## src/rtl/alu_ctrl_pkg.sv

```systemverilog
// Shared types and constants for the ALU request arbiter.
package alu_ctrl_pkg;

    localparam int DATA_W = 8;
    localparam int SEL_W  = 4;

    localparam logic [SEL_W-1:0] OP_DIV = 4'd3;

    typedef enum logic [1:0] {
        IDLE = 2'd0,
        EXEC = 2'd1,
        RESP = 2'd2
    } state_t;

    // A divide with a zero divisor must never reach the ALU.
    function automatic logic is_div_zero(input logic [SEL_W-1:0] sel,
                                         input logic [DATA_W-1:0] b);
        return (sel == OP_DIV) && (b == '0);
    endfunction

endpackage

```

## src/rtl/rr_arbiter_2.sv

```systemverilog
// Two-way round-robin arbiter: the most recently served requester
// loses a tie, a lone requester always wins.
module rr_arbiter_2 (
    input  logic [1:0] req,
    input  logic       last_grant,
    output logic [1:0] grant
);

    // One-hot grant selection, zero when nobody requests.
    always_comb begin
        grant = 2'b00;
        case (req)
            2'b01:   grant = 2'b01;
            2'b10:   grant = 2'b10;
            2'b11:   grant = last_grant ? 2'b01 : 2'b10;
            default: grant = 2'b00;
        endcase
    end

endmodule

```

## src/rtl/alu_arbiter.sv

```systemverilog
// Shares one external ALU between two requesters. One operation is in
// flight at a time; divides by zero are answered with an error without
// ever presenting them to the ALU.
module alu_arbiter
    import alu_ctrl_pkg::*;
#(
    parameter int ALU_LATENCY = 1
) (
    input  logic              clock,
    input  logic              reset,
    input  logic [1:0]        req_valid,
    output logic [1:0]        req_ready,
    input  logic [15:0]       req_a,
    input  logic [15:0]       req_b,
    input  logic [7:0]        req_sel,
    output logic [1:0]        rsp_valid,
    input  logic [1:0]        rsp_ready,
    output logic [DATA_W-1:0] rsp_data,
    output logic              rsp_carry,
    output logic              rsp_err,
    output logic [DATA_W-1:0] alu_a,
    output logic [DATA_W-1:0] alu_b,
    output logic [SEL_W-1:0]  alu_sel,
    input  logic [DATA_W-1:0] alu_out,
    input  logic              alu_carry
);

    // EXEC lasts ALU_LATENCY cycles; the counter starts at ALU_LATENCY-1
    // and the capture happens when it reaches zero.
    localparam logic [1:0] CNT_INIT = 2'(ALU_LATENCY - 1);

    state_t              state_q;
    state_t              state_d;
    logic [1:0]          grant;
    logic                last_grant;
    logic                accept;
    logic                rsp_hs;
    logic                grant_idx_q;
    logic [DATA_W-1:0]   in_a;
    logic [DATA_W-1:0]   in_b;
    logic [SEL_W-1:0]    in_sel;
    logic                in_div_zero;
    logic [DATA_W-1:0]   lat_a;
    logic [DATA_W-1:0]   lat_b;
    logic [SEL_W-1:0]    lat_sel;
    logic [1:0]          cnt;
    logic [DATA_W-1:0]   rsp_data_q;
    logic                rsp_carry_q;
    logic                rsp_err_q;

    rr_arbiter_2 u_arb (
        .req        (req_valid),
        .last_grant (last_grant),
        .grant      (grant)
    );

    // Operands of whichever requester wins this cycle.
    always_comb begin
        in_a        = grant[1] ? req_a[15:8]  : req_a[7:0];
        in_b        = grant[1] ? req_b[15:8]  : req_b[7:0];
        in_sel      = grant[1] ? req_sel[7:4] : req_sel[3:0];
        in_div_zero = is_div_zero(in_sel, in_b);
        accept      = (state_q == IDLE) && (req_valid != 2'b00);
        rsp_hs      = (state_q == RESP) && rsp_ready[grant_idx_q];
    end

    // State register.
    always_ff @(posedge clock or posedge reset) begin
        if (reset) begin
            state_q <= IDLE;
        end else begin
            state_q <= state_d;
        end
    end

    // Next-state logic.
    always_comb begin
        state_d = state_q;
        case (state_q)
            IDLE: begin
                if (accept) begin
                    state_d = in_div_zero ? RESP : EXEC;
                end
            end
            EXEC: begin
                if (cnt == 2'd0) begin
                    state_d = RESP;
                end
            end
            RESP: begin
                if (rsp_hs) begin
                    state_d = IDLE;
                end
            end
            default: state_d = IDLE;
        endcase
    end

    // Operand latch, latency counter, response capture and priority pointer.
    always_ff @(posedge clock or posedge reset) begin
        if (reset) begin
            grant_idx_q <= 1'b0;
            lat_a       <= '0;
            lat_b       <= '0;
            lat_sel     <= '0;
            cnt         <= 2'd0;
            rsp_data_q  <= '0;
            rsp_carry_q <= 1'b0;
            rsp_err_q   <= 1'b0;
            last_grant  <= 1'b1;
        end else begin
            case (state_q)
                IDLE: begin
                    if (accept) begin
                        grant_idx_q <= grant[1];
                        lat_a       <= in_a;
                        lat_b       <= in_b;
                        lat_sel     <= in_sel;
                        cnt         <= CNT_INIT;
                        if (in_div_zero) begin
                            rsp_data_q  <= '0;
                            rsp_carry_q <= 1'b0;
                            rsp_err_q   <= 1'b1;
                        end
                    end
                end
                EXEC: begin
                    if (cnt == 2'd0) begin
                        rsp_data_q  <= alu_out;
                        rsp_carry_q <= alu_carry;
                        rsp_err_q   <= 1'b0;
                    end else begin
                        cnt <= cnt - 2'd1;
                    end
                end
                RESP: begin
                    if (rsp_hs) begin
                        last_grant <= grant_idx_q;
                    end
                end
                default: ;
            endcase
        end
    end

    // Outputs decoded from state; everything is forced low during reset.
    always_comb begin
        req_ready = 2'b00;
        rsp_valid = 2'b00;
        rsp_data  = '0;
        rsp_carry = 1'b0;
        rsp_err   = 1'b0;
        alu_a     = '0;
        alu_b     = '0;
        alu_sel   = '0;
        if (!reset) begin
            case (state_q)
                IDLE: req_ready = grant;
                EXEC: begin
                    alu_a   = lat_a;
                    alu_b   = lat_b;
                    alu_sel = lat_sel;
                end
                RESP: begin
                    rsp_valid = grant_idx_q ? 2'b10 : 2'b01;
                    rsp_data  = rsp_data_q;
                    rsp_carry = rsp_carry_q;
                    rsp_err   = rsp_err_q;
                end
                default: ;
            endcase
        end
    end

endmodule

```

## config.mk

```make
export PLATFORM = sky130hd
export DESIGN_NAME = alu_arbiter
export DESIGN_NICKNAME = d
export VERILOG_FILES = /design/src/rtl/alu_ctrl_pkg.sv /design/src/rtl/rr_arbiter_2.sv /design/src/rtl/alu_arbiter.sv
export SDC_FILE = /design/constraint.sdc
export NUM_CORES = 1
export LEC_CHECK = 0
export ABC_CLOCK_PERIOD_IN_PS = 3100
export BUFFER_PORTS_ARGS = -buffer_cell sky130_fd_sc_hd__buf_4
export CORE_AREA = 10 10 77 79
export CTS_BUF_LIST = sky130_fd_sc_hd__clkbuf_16
export DETAILED_ROUTE_END_ITERATION = 8
export DIE_AREA = 0 0 87 89
export PLACE_DENSITY = 0.79
export SLEW_MARGIN = 20
export SYNTH_ARGS = -nofsm -noshare
export SYNTH_HDL_FRONTEND = slang
export SYNTH_SLANG_ARGS = --single-unit
```

## constraint.sdc

```tcl
create_clock -name clock -period 3.1 [get_ports clock]
set_input_delay 0.465 -clock clock [delete_from_list [all_inputs] [get_ports clock]]
set_output_delay 0.465 -clock clock [all_outputs]
set_load 0.1 [all_outputs]
```

## After elaboration in Yosys (flattened, before gate mapping)

Cells that the tools add are included.

| word-level totals | value |
|---|---|
| register bits | 36 |
| latch bits | 0 |
| RAM bits | 0 |
| bits in read-only memories | 0 |
| input port bits | 55 |
| output and inout bits | 34 |
| logic and storage cells | 80 |
| memories kept | 0 |

| operators by class | value |
|---|---|
| add/subtract/negate cells | 1 |
| multiply operators | 0 |
| div/mod/pow operators | 0 |
| magnitude comparators | 1 |
| equal/unequal tests | 11 |
| shifts and indexed selects | 0 |
| muxes and demuxes | 44 |
| bitwise gates (word level) | 0 |
| reductions and logical operators | 13 |

Operators with widths:

| operator | number |
|---|---|
| 8-bit two-way mux | 11 |
| 2-bit two-way mux | 12 |
| 8-bit case mux with 2 select lines | 1 |
| 1-bit two-way mux | 12 |
| 4-bit two-way mux | 3 |
| 2-bit case mux with 3 select lines | 2 |
| 2-bit inequality test, second input constant | 5 |
| 8-bit logical NOT | 1 |
| 2-bit equality test, second input constant | 3 |
| 3-bit AND reduction | 2 |
| 2-bit by 1-bit equality test with 1-bit output, second input constant | 2 |
| 4-bit by 2-bit equality test with 1-bit output, second input constant | 1 |
| 2-bit logical NOT | 2 |
| 1-bit case mux with 2 select lines | 2 |
| 2-bit case mux with 2 select lines | 1 |
| 2-bit AND reduction | 2 |
| 4-bit AND reduction | 1 |
| 2-bit nonzero test | 2 |
| 1-bit logical AND | 3 |
| 1-bit by 2-bit less-than comparator with 1-bit output, second input constant | 1 |
| 2-bit by 1-bit subtractor with 2-bit output, second input constant | 1 |

## Depth between registers and ports, before layout

Gate-level depths: netlist (run 1).

| logic depth | value |
|---|---|
| depth in word-level cells | 8 |
| depth in mapped cells | 7 |
| gate-level depth less buffers | 6 |

## Modules after synthesis

Synthesis (run 1) repeated with hierarchy kept, for this count alone.

| unflattened totals | value |
|---|---|
| cell total of the unflattened synthesis | 243 |
| area total of the unflattened synthesis | 2227.1 µm² |

By module, submodules not included:

| module | instances | cells an instance | area each (µm²) |
|---|---|---|---|
| alu_arbiter | 1 | 240 | 2208.4 |
| rr_arbiter_2 | 1 | 3 | 18.8 |

## Least setup slack after synthesis (run 1)

No wires, ideal clock.

| path | value |
|---|---|
| path type | reg2out |
| from | register state_q[1] |
| to | output rsp_valid[0] |
| arrival time | 3385 ps |
| setup slack | -750 ps |
| stages on the path, launching flop included | 3 |
| path buffers | 0 |
| cell sequence | dfrtp_1 inv_1 nor4_1 |

| between the ends | value |
|---|---|
| cells in the longest elaborated chain, start to end | 3 |

Ends and longest elaborated chain:

| what | RTL line | RTL |
|---|---|---|
| start: declaration | alu_arbiter.sv:32 | `state_t state_q;` |
| start signal: assignment | alu_arbiter.sv:72 | `state_q <= state_d;` |
| 2-bit equality test | alu_arbiter.sv:157 | `case (state_q)` |
| 2-bit two-way mux | alu_arbiter.sv:157 |  |
| 2-bit two-way mux | alu_arbiter.sv:156 | `if (!reset) begin` |
| end: declaration | alu_arbiter.sv:16 | `output logic [1:0] rsp_valid,` |

No other way between the ends.

## Worst setup path in the final report (run 1)

| path | value |
|---|---|
| from | register state_q[0] |
| to | output rsp_data[0] |

| between the ends | value |
|---|---|
| cells in the longest elaborated chain, start to end | 3 |

Ends and longest elaborated chain:

| what | RTL line | RTL |
|---|---|---|
| 2-bit equality test | alu_arbiter.sv:157 |  |
| 8-bit two-way mux | alu_arbiter.sv:157 |  |
| 8-bit two-way mux | alu_arbiter.sv:156 |  |
| end: declaration | alu_arbiter.sv:18 | `output logic [DATA_W-1:0] rsp_data,` |

No other way between the ends.

==> summary.md, run 1 <==
| Metric | Value |
|---|---|
| Clk slew on worst S/H paths | `about 60 ps` |
| Pleak | `1.45 nW` |
| Fin. Hold Viols | `0` |
| Reg2reg start | `last_grant` |
| Power density of the placed cells | `about 950 mW/mm²` |
| Routed length per instance | `15.9 µm` |
| Setup WS post-layout | `574 ps` |
| Avg Synthesized Cell Area | `just over 9 µm²` |
| Height of the chip | `about 90 µm` |
| Die ar. | `0.00774 mm²` |
| CP max stage cell | `nor2b_1` |
| Reg2Reg Depth | `4` |
| Setup crit end | `rsp_data[0]` |
| Worst-path maximum fanout | `14` |
| Clock Tree Root | `clkbuf_16` |
| PortBufs | `between 80 and 90` |
| Part of the power in registers | `31.5%` |
| Worst Setup SP | `state_q[0]` |
| Min-delay worst type | `input pin to asynchronous set/reset pin` |
| Nets@finish | `351` |
| Post_cts resized | `0` |
| H-tree Lvls | `2` |
| Share of the synthesized area in the top cell type | `44.9%` |
| CTS Buf Count | `5` |
| Sw frac | `48.1%` |
| Ys Warns | `0` |
| DRT Pass-1 Iters | `4` |
| WP data arrival | `2060 ps` |
| Post-route antenna net violation count | `0` |
| Worst setup EP type | `output pin` |
| Clock Path Buffers | `2` |
| Pre-CTS setup slack | `833 ps` |
| Crit start category | `register` |
| Setup repair after global routing missed its margin | `no` |
| F_max | `396 MHz` |
| Area delta synth->final | `42.2%` |
| Initial DRC Count | `52` |
| Grt ovf | `0` |
| RR Endpoint | `rsp_data_q[4]` |
| Antenna Cells | `0` |
| Die width | `87 µm` |
| Vias | `around 1.8k` |
| Slew Limit Fails | `0` |
| Final setup vio count | `0` |
| Setup TNS | `0 ps` |
| Starting Density | `43.0%` |
| Worst path max stage delay | `720 ps` |
| # hold bufs at CTS | `0` |
| Setup Fix Bufs, Post-CTS | `0` |
| Sw power | `1.27 mW` |
| Row count | `25` |
| Measured slew at the worst slew-check pin | `868 ps` |
| Via density | `5.21` |
| Max-cap violations | `0` |
| Netlist cell types | `32` |
| Status | `finished clean` |
| First-pass GRT wire length | `around 9100 µm` |
| Mapped Nets | `268` |
| CP Cell Sequence | `nor2b_1, and3_1, buf_4` |
| Combinational power share | `50.2%` |
| Largest net degree at the start of global routing | `49` |
| Final Power | `2.65 mW` |
| Initial antenna violation count | `0` |
| Synth area leader | `dfrtp_1` |
| Final Cycle Share | `81.5%` |
| Clk network pwr share | `between 10% and 20%` |
| IO Pins | `89` |
| Clock Skew | `5.22 ps` |
| CTS tree | `yes` |
| Setup CP Type | `register to output pin` |
| Vias in the first global route | `1993` |
| Post-route DRC violation count | `0` |
| CP top delay family | `simple AND/OR/NAND/NOR gates` |
| Sequential area share after synthesis | `46.2%` |
| Synth Cell Area | `0.00195 mm²` |
| Crit path time final | `2530 ps` |
| Max transition margin | `42.0%` |
| Total track usage | `roughly 15%` |
| Critical path depth | `3` |
| Worst path bufs/invs | `1` |
| Largest cells by area after synthesis | `dfrtp_1 45%, mux2i_1 11%, nand2_1 8.1%, o21ai_0 7.2%, and2_1 6.4%` |
| R2r setup slk | `1060 ps` |
| Share of cells above drive strength 1 | `between 30% and 40%` |
| CTS Sinks | `36` |
| Detailed placer's ending HPWL | `around 4200 µm` |
| Core ar. | `0.00454 mm²` |
| #FFs+latches synth | `36` |
| VDD IR max | `roughly 0.60 mV` |
| Post-Route WL | `approximately 5600 µm` |
| Worst EP required | `about 2600 ps` |
| Cells after Synth | `212` |
| Clock latency on the worst-skew pair | `280 ps` |
| RePlAce Congestion | `~0.85` |
| Cell Int Power | `1.37 mW` |
synthesized netlist by cell type:
cell type and instances:
dfstp_2 1, nand4_1 1, buf_4 1, a211o_1 1, nand3b_1 1, nor3_1 2, mux2i_1 21, and2_1 20
a21boi_4 1, a21oi_1 2, dfrtp_1 35, a22o_1 1, clkbuf_1 6, buf_2 6, nand4b_1 1, buf_6 2
nor4_1 3, o21ai_0 28, nor2b_1 1, o21a_1 1, a211oi_2 1, a21o_1 1, or3_1 1, nor4b_1 4
and3_1 14, ha_1 1, nand2_1 42, nand3_1 1, inv_1 5, nor2_1 2, o21ai_1 4, o311ai_0 1
per-stage QoR:
| stage | instance area, µm² | cells | utilization, % | hold WS (ps) |
|---|---|---|---|---|
| finish | 2770 | 350 | 61.2 | 368 |
| global route | 2770 | 350 | 61.2 | 400 |
| CTS | 2770 | 350 | 61.2 | 372 |
| detailed placement | 2630 | 342 | 58.0 | 463 |
| global placement | 2630 | 342 | 58.0 | 455 |
| floorplan | 1960 | 212 | - | 441 |
logic make-up after synthesis:
family                     share of synthesized area, %
muxes                                              10.8
AOI/OAI and AO/OA                                  12.4
adders and majority gates                         0.641
buffers and inverters                              5.20
DFF                                                46.2
and+or+nand+nor                                    24.7
worst min path at each step:
stage / start / endpoint / slack, ps / cells after the start
after floorplan: lat_a[6] / lat_a[6] / 440 / 2
final: reset / lat_a[6] / 370 / 3
after CTS: reset / rsp_err_q / 370 / 3
after global placement: lat_a[4] / lat_a[4] / 460 / 2
after global routing: alu_out[7] / rsp_data_q[7] / 400 / 3
after detailed placement: lat_a[3] / lat_a[3] / 460 / 2
cell type report:
type | instances | area [µm²]
fillers | 410 | 1760
multi-input cells | 156 | 958
flip-flops and latches | 36 | 902
repair buffers | 91 | 683
clock inverters | 3 | 18.8
clock buffers | 5 | 125
well taps | 54 | 67.6
inverters | 5 | 18.8
flip-flops by register name, indices dropped and copies added (netlist names):
register / cells
lat_sel: 4
lat_a: 8
cnt: 2
lat_b: 8
grant_idx_q: 1
last_grant: 1
state_q: 2
rsp_carry_q: 1
rsp_err_q: 1
rsp_data_q: 8
worst reg2reg max path, cell delays in order, from the launching register on:
cell and delay [ps]:
dfstp_2 390, a21boi_4 430, nand4_1 240, a211oi_2 630
o21ai_0 210
cells in the final DEF, fill, tap and decap left out, types with 2 or more instances in the layout:
master | Yosys | routed
inv_1 | 5 | 4
dfrtp_1 | 35 | 35
o21ai_0 | 28 | 28
nor4b_1 | 4 | 4
clkinv_2 | 0 | 2
nor2_1 | 2 | 2
nand2_1 | 42 | 42
mux2i_1 | 21 | 21
nor4_1 | 3 | 2
o21ai_1 | 4 | 4
clkbuf_16 | 0 | 5
and2_1 | 20 | 20
buf_4 | 1 | 91
a21oi_1 | 2 | 2
and3_1 | 14 | 14
power by group through the flow:
stage / Combinational [mW] / Sequential [mW] / Clock [mW]
4_1_cts: 1.35 / 0.834 / 0.497
3_3_place_gp: 1.31 / 0.832 / 0
2_1_floorplan: 1.10 / 0.792 / 0
3_5_place_dp: 1.34 / 0.838 / 0
6_report: 1.33 / 0.834 / 0.485
5_1_grt: 1.47 / 0.868 / 0.513
routing by layer:
layer / up-vias / part of all wire [%] / routed length (µm) / global-route usage [%]
met5: - / 0 / 0 / 0
met4: 0 / 0.70 / 39 / 4.71
met3: 5 / 12 / 683 / 8.20
met2: 72 / 46 / 2580 / 23.6
met1: 854 / 41 / 2270 / 15.9
li1: 891 / - / - / -
(Power assumes the default switching activity.)
==> run 2: changes to the inputs <==
--- a/config.mk
+++ b/config.mk
@@ -5,7 +5,7 @@
 export SDC_FILE = /design/constraint.sdc
 export NUM_CORES = 1
 export LEC_CHECK = 0
-export ABC_CLOCK_PERIOD_IN_PS = 3100
+export ABC_CLOCK_PERIOD_IN_PS = 2600
 export BUFFER_PORTS_ARGS = -buffer_cell sky130_fd_sc_hd__buf_4
 export CORE_AREA = 10 10 77 79
 export CTS_BUF_LIST = sky130_fd_sc_hd__clkbuf_16
==> constraint.sdc (replaced) <==
create_clock -name clock -period 2.6 [get_ports clock]
set_input_delay 0.39 -clock clock [delete_from_list [all_inputs] [get_ports clock]]
set_output_delay 0.39 -clock clock [all_outputs]
set_load 0.1 [all_outputs]
==> run 2 against run 1 <==
Against the previous run: global-route usage shrank 0.41 points; non-clock buffer count grew 2; core utilization grew 0.36 points; via count shrank 1.9%; highest routed layer unchanged; final area grew 0.59%; sequential share of layout area shrank 0.19 points; die area is the same.
==> summary.md, run 2 (synthesized netlist as in run 1, its figures left out) <==
| Metric | Value |
|---|---|
| Status | `finished clean (unchanged)` |
| Setup Fix Bufs, Post-CTS | `0 (unchanged)` |
| PortBufs | `88 (unchanged)` |
| First-pass GRT wire length | `8830 µm (was 9150 µm)` |
| Post-route DRC violation count | `0 (unchanged)` |
| # hold bufs at CTS | `0 (unchanged)` |
| VDD IR max | `0.621 mV (was 0.603 mV)` |
| Sw frac | `47.7% (was 48.1%)` |
| Max-cap violations | `0 (unchanged)` |
| Grt ovf | `0 (unchanged)` |
| Worst-path maximum fanout | `20 (was 14)` |
| Die width | `87 µm (unchanged)` |
| Setup CP Type | `register to output pin (unchanged)` |
| CP Cell Sequence | `inv_1, and3_1, and2_1, buf_4 (was nor2b_1, and3_1, buf_4)` |
| Part of the power in registers | `31.5% (about the same)` |
| Clk network pwr share | `17.9% (was 18.3%)` |
| Final Cycle Share | `88.6%` |
| Antenna Cells | `0 (unchanged)` |
| Share of cells above drive strength 1 | `35.2% (was 35.1%)` |
| Vias in the first global route | `1845 (was 1993)` |
| Placed Instances | `344 (was 342)` |
| Setup TNS | `0 ps (unchanged)` |
| Max transition margin | `54.4% (was 42.0%)` |
| Crit start category | `register (unchanged)` |
| Clock latency on the worst-skew pair | `270 ps (was 280 ps)` |
| DR top layer | `met4 (unchanged)` |
| FILL cells | `411 (was 410)` |
| CTS Buf Count | `5 (unchanged)` |
| Core ar. | `0.00454 mm² (unchanged)` |
| Most common cell after layout, fill and taps aside | `buf_4 (unchanged)` |
| Post-Route WL | `5470 µm (was 5580 µm)` |
| Layout Cells excl Fill | `352 (was 350)` |
| Routed length per instance | `15.5 µm (was 15.9 µm)` |
| Via density | `5.08 (was 5.21)` |
| CP max stage cell | `and3_1 (was nor2b_1)` |
| Post-route antenna net violation count | `0 (unchanged)` |
| Slew Limit Fails | `0 (unchanged)` |
| Final setup vio count | `0 (unchanged)` |
| Cell Int Power | `1.64 mW (was 1.37 mW)` |
| H-tree Lvls | `2 (unchanged)` |
| DRT Pass-1 Iters | `6 (was 4)` |
| Setup repair after global routing missed its margin | `no (unchanged)` |
| Row count | `25 (unchanged)` |
| Worst setup EP type | `output pin (unchanged)` |
| Clock Skew | `2.15 ps (was 5.22 ps)` |
| Clock Tree Root | `clkbuf_16 (unchanged)` |
| Final Core Density | `61.5% (was 61.2%)` |
| R2r setup slk | `660 ps (was 1060 ps)` |
| RePlAce Congestion | `0.791 (was 0.853)` |
| Total track usage | `14.2% (was 14.6%)` |
| Min-delay worst type | `input pin to asynchronous set/reset pin (unchanged)` |
| Seq. cell area | `902 µm² (unchanged)` |
| IO Pins | `89 (unchanged)` |
| Nets@finish | `353 (was 351)` |
| Top flop regs | `lat_a (8), lat_b (8), rsp_data_q (8) (unchanged)` |
| Commonest non-fill, non-tap cells in the layout | `93 x buf_4, 42 x nand2_1, 35 x dfrtp_1 (was 91 x buf_4, 42 x nand2_1, 35 x dfrtp_1)` |
| Multi-input gate area | `965 µm² (was 958 µm²)` |
| Clk slew on worst S/H paths | `50 ps (was 60 ps)` |
| Starting Density | `43.0% (unchanged)` |
| Combinational power share | `50.6% (was 50.2%)` |
| Fin. Hold Viols | `0 (unchanged)` |
| Post_cts resized | `0 (unchanged)` |
| Power density of the placed cells | `1130 mW/mm² (was 955 mW/mm²)` |
| Area delta synth->final | `43.0% (was 42.2%)` |
| Detailed placer's ending HPWL | `4260 µm (was 4190 µm)` |
| Fin area | `0.00279 mm² (was 0.00277 mm²)` |
| CTS tree | `yes (unchanged)` |
| Measured slew at the worst slew-check pin | `682 ps (was 868 ps)` |
| Pleak | `1.46 nW (was 1.45 nW)` |
| Sw power | `1.50 mW (was 1.27 mW)` |
| Setup WS post-layout | `297 ps (was 574 ps)` |
| Die ar. | `0.00774 mm² (unchanged)` |
| Initial antenna violation count | `0 (unchanged)` |
| Crit path time final | `2300 ps` |
| WP data arrival | `1910 ps (was 2060 ps)` |
| Clock Path Buffers | `2 (unchanged)` |
| Metal3 WL | `637 µm (was 683 µm)` |
| Placed Area | `0.00265 mm² (was 0.00263 mm²)` |
| Largest net degree at the start of global routing | `49 (unchanged)` |
| Worst EP required | `2210 ps (was 2630 ps)` |
| F_max | `between 400 and 500 MHz` |
| DR WL met2 | `2490 µm (was 2580 µm)` |
| CTS Sinks | `36 (unchanged)` |
| Vias | `1788 (was 1822)` |
| Initial DRC Count | `93 (was 52)` |
| Height of the chip | `89 µm (unchanged)` |
| Met1 WL | `2290 µm (was 2270 µm)` |
| Worst path max stage delay | `550 ps (was 720 ps)` |
| Pre-CTS setup slack | `470 ps (was 833 ps)` |
==> run 2: cell count changes in the layout (fill, tap and decap cells not counted) <==
cell,change
buf_4,+2
clkinv_1,+1
clkinv_4,-1
nor3_2,-1
nor3_4,+1
==> run 2: power groups by stage <==
stage	Clock [mW]	Sequential [mW]	Combinational (mW)
2_1_floorplan	0	0.945	1.32
3_3_place_gp	0	0.991	1.57
3_5_place_dp	0	0.998	1.60
4_1_cts	0.574	0.993	1.61
5_1_grt	0.600	1.03	1.75
6_report	0.564	0.990	1.59
==> run 2: worst paths after layout <==
kind / startpoint / end / depth (start not counted)
max in group asynchronous: reset / last_grant / 3
worst min register to register: lat_a[0] / lat_a[0] / 2
min in group clock: alu_out[0] / rsp_data_q[0] / 3
worst max register to register: last_grant / rsp_data_q[3] / 4
worst min-delay path: reset / state_q[1] / 3
worst max-delay path: state_q[1] / alu_sel[0] / 4
==> run 2: area by class of cell <==
class | instances | share of cell area (%)
repair buffers | 93 | 25.0
multi-input cells | 156 | 34.6
flip-flops and latches | 36 | 32.3
clock buffers | 5 | 4.48
well taps | 54 | 2.42
clock inverters | 3 | 0.493
inverters | 5 | 0.673
==> run 2: critical path: cells and delay by family, from the launching register on <==
family	cells	cell delay (ps)
flops	1	430
simple gates	2	760
buf+inv	2	450
==> run 2: layer usage <==
| layer | up-vias | global-route usage [%] |
|---|---|---|
| li1 | 900 | - |
| met1 | 815 | 16.8 |
| met2 | 67 | 21.5 |
| met3 | 6 | 8.02 |
| met4 | 0 | 3.98 |
| met5 | - | 0 |
==> run 2: metrics by stage <==
step	hold WS [ps]	power [mW]
floorplan	441	2.26
global placement	454	2.56
detailed placement	463	2.60
CTS	301	3.17
global route	328	3.38
finish	287	3.14
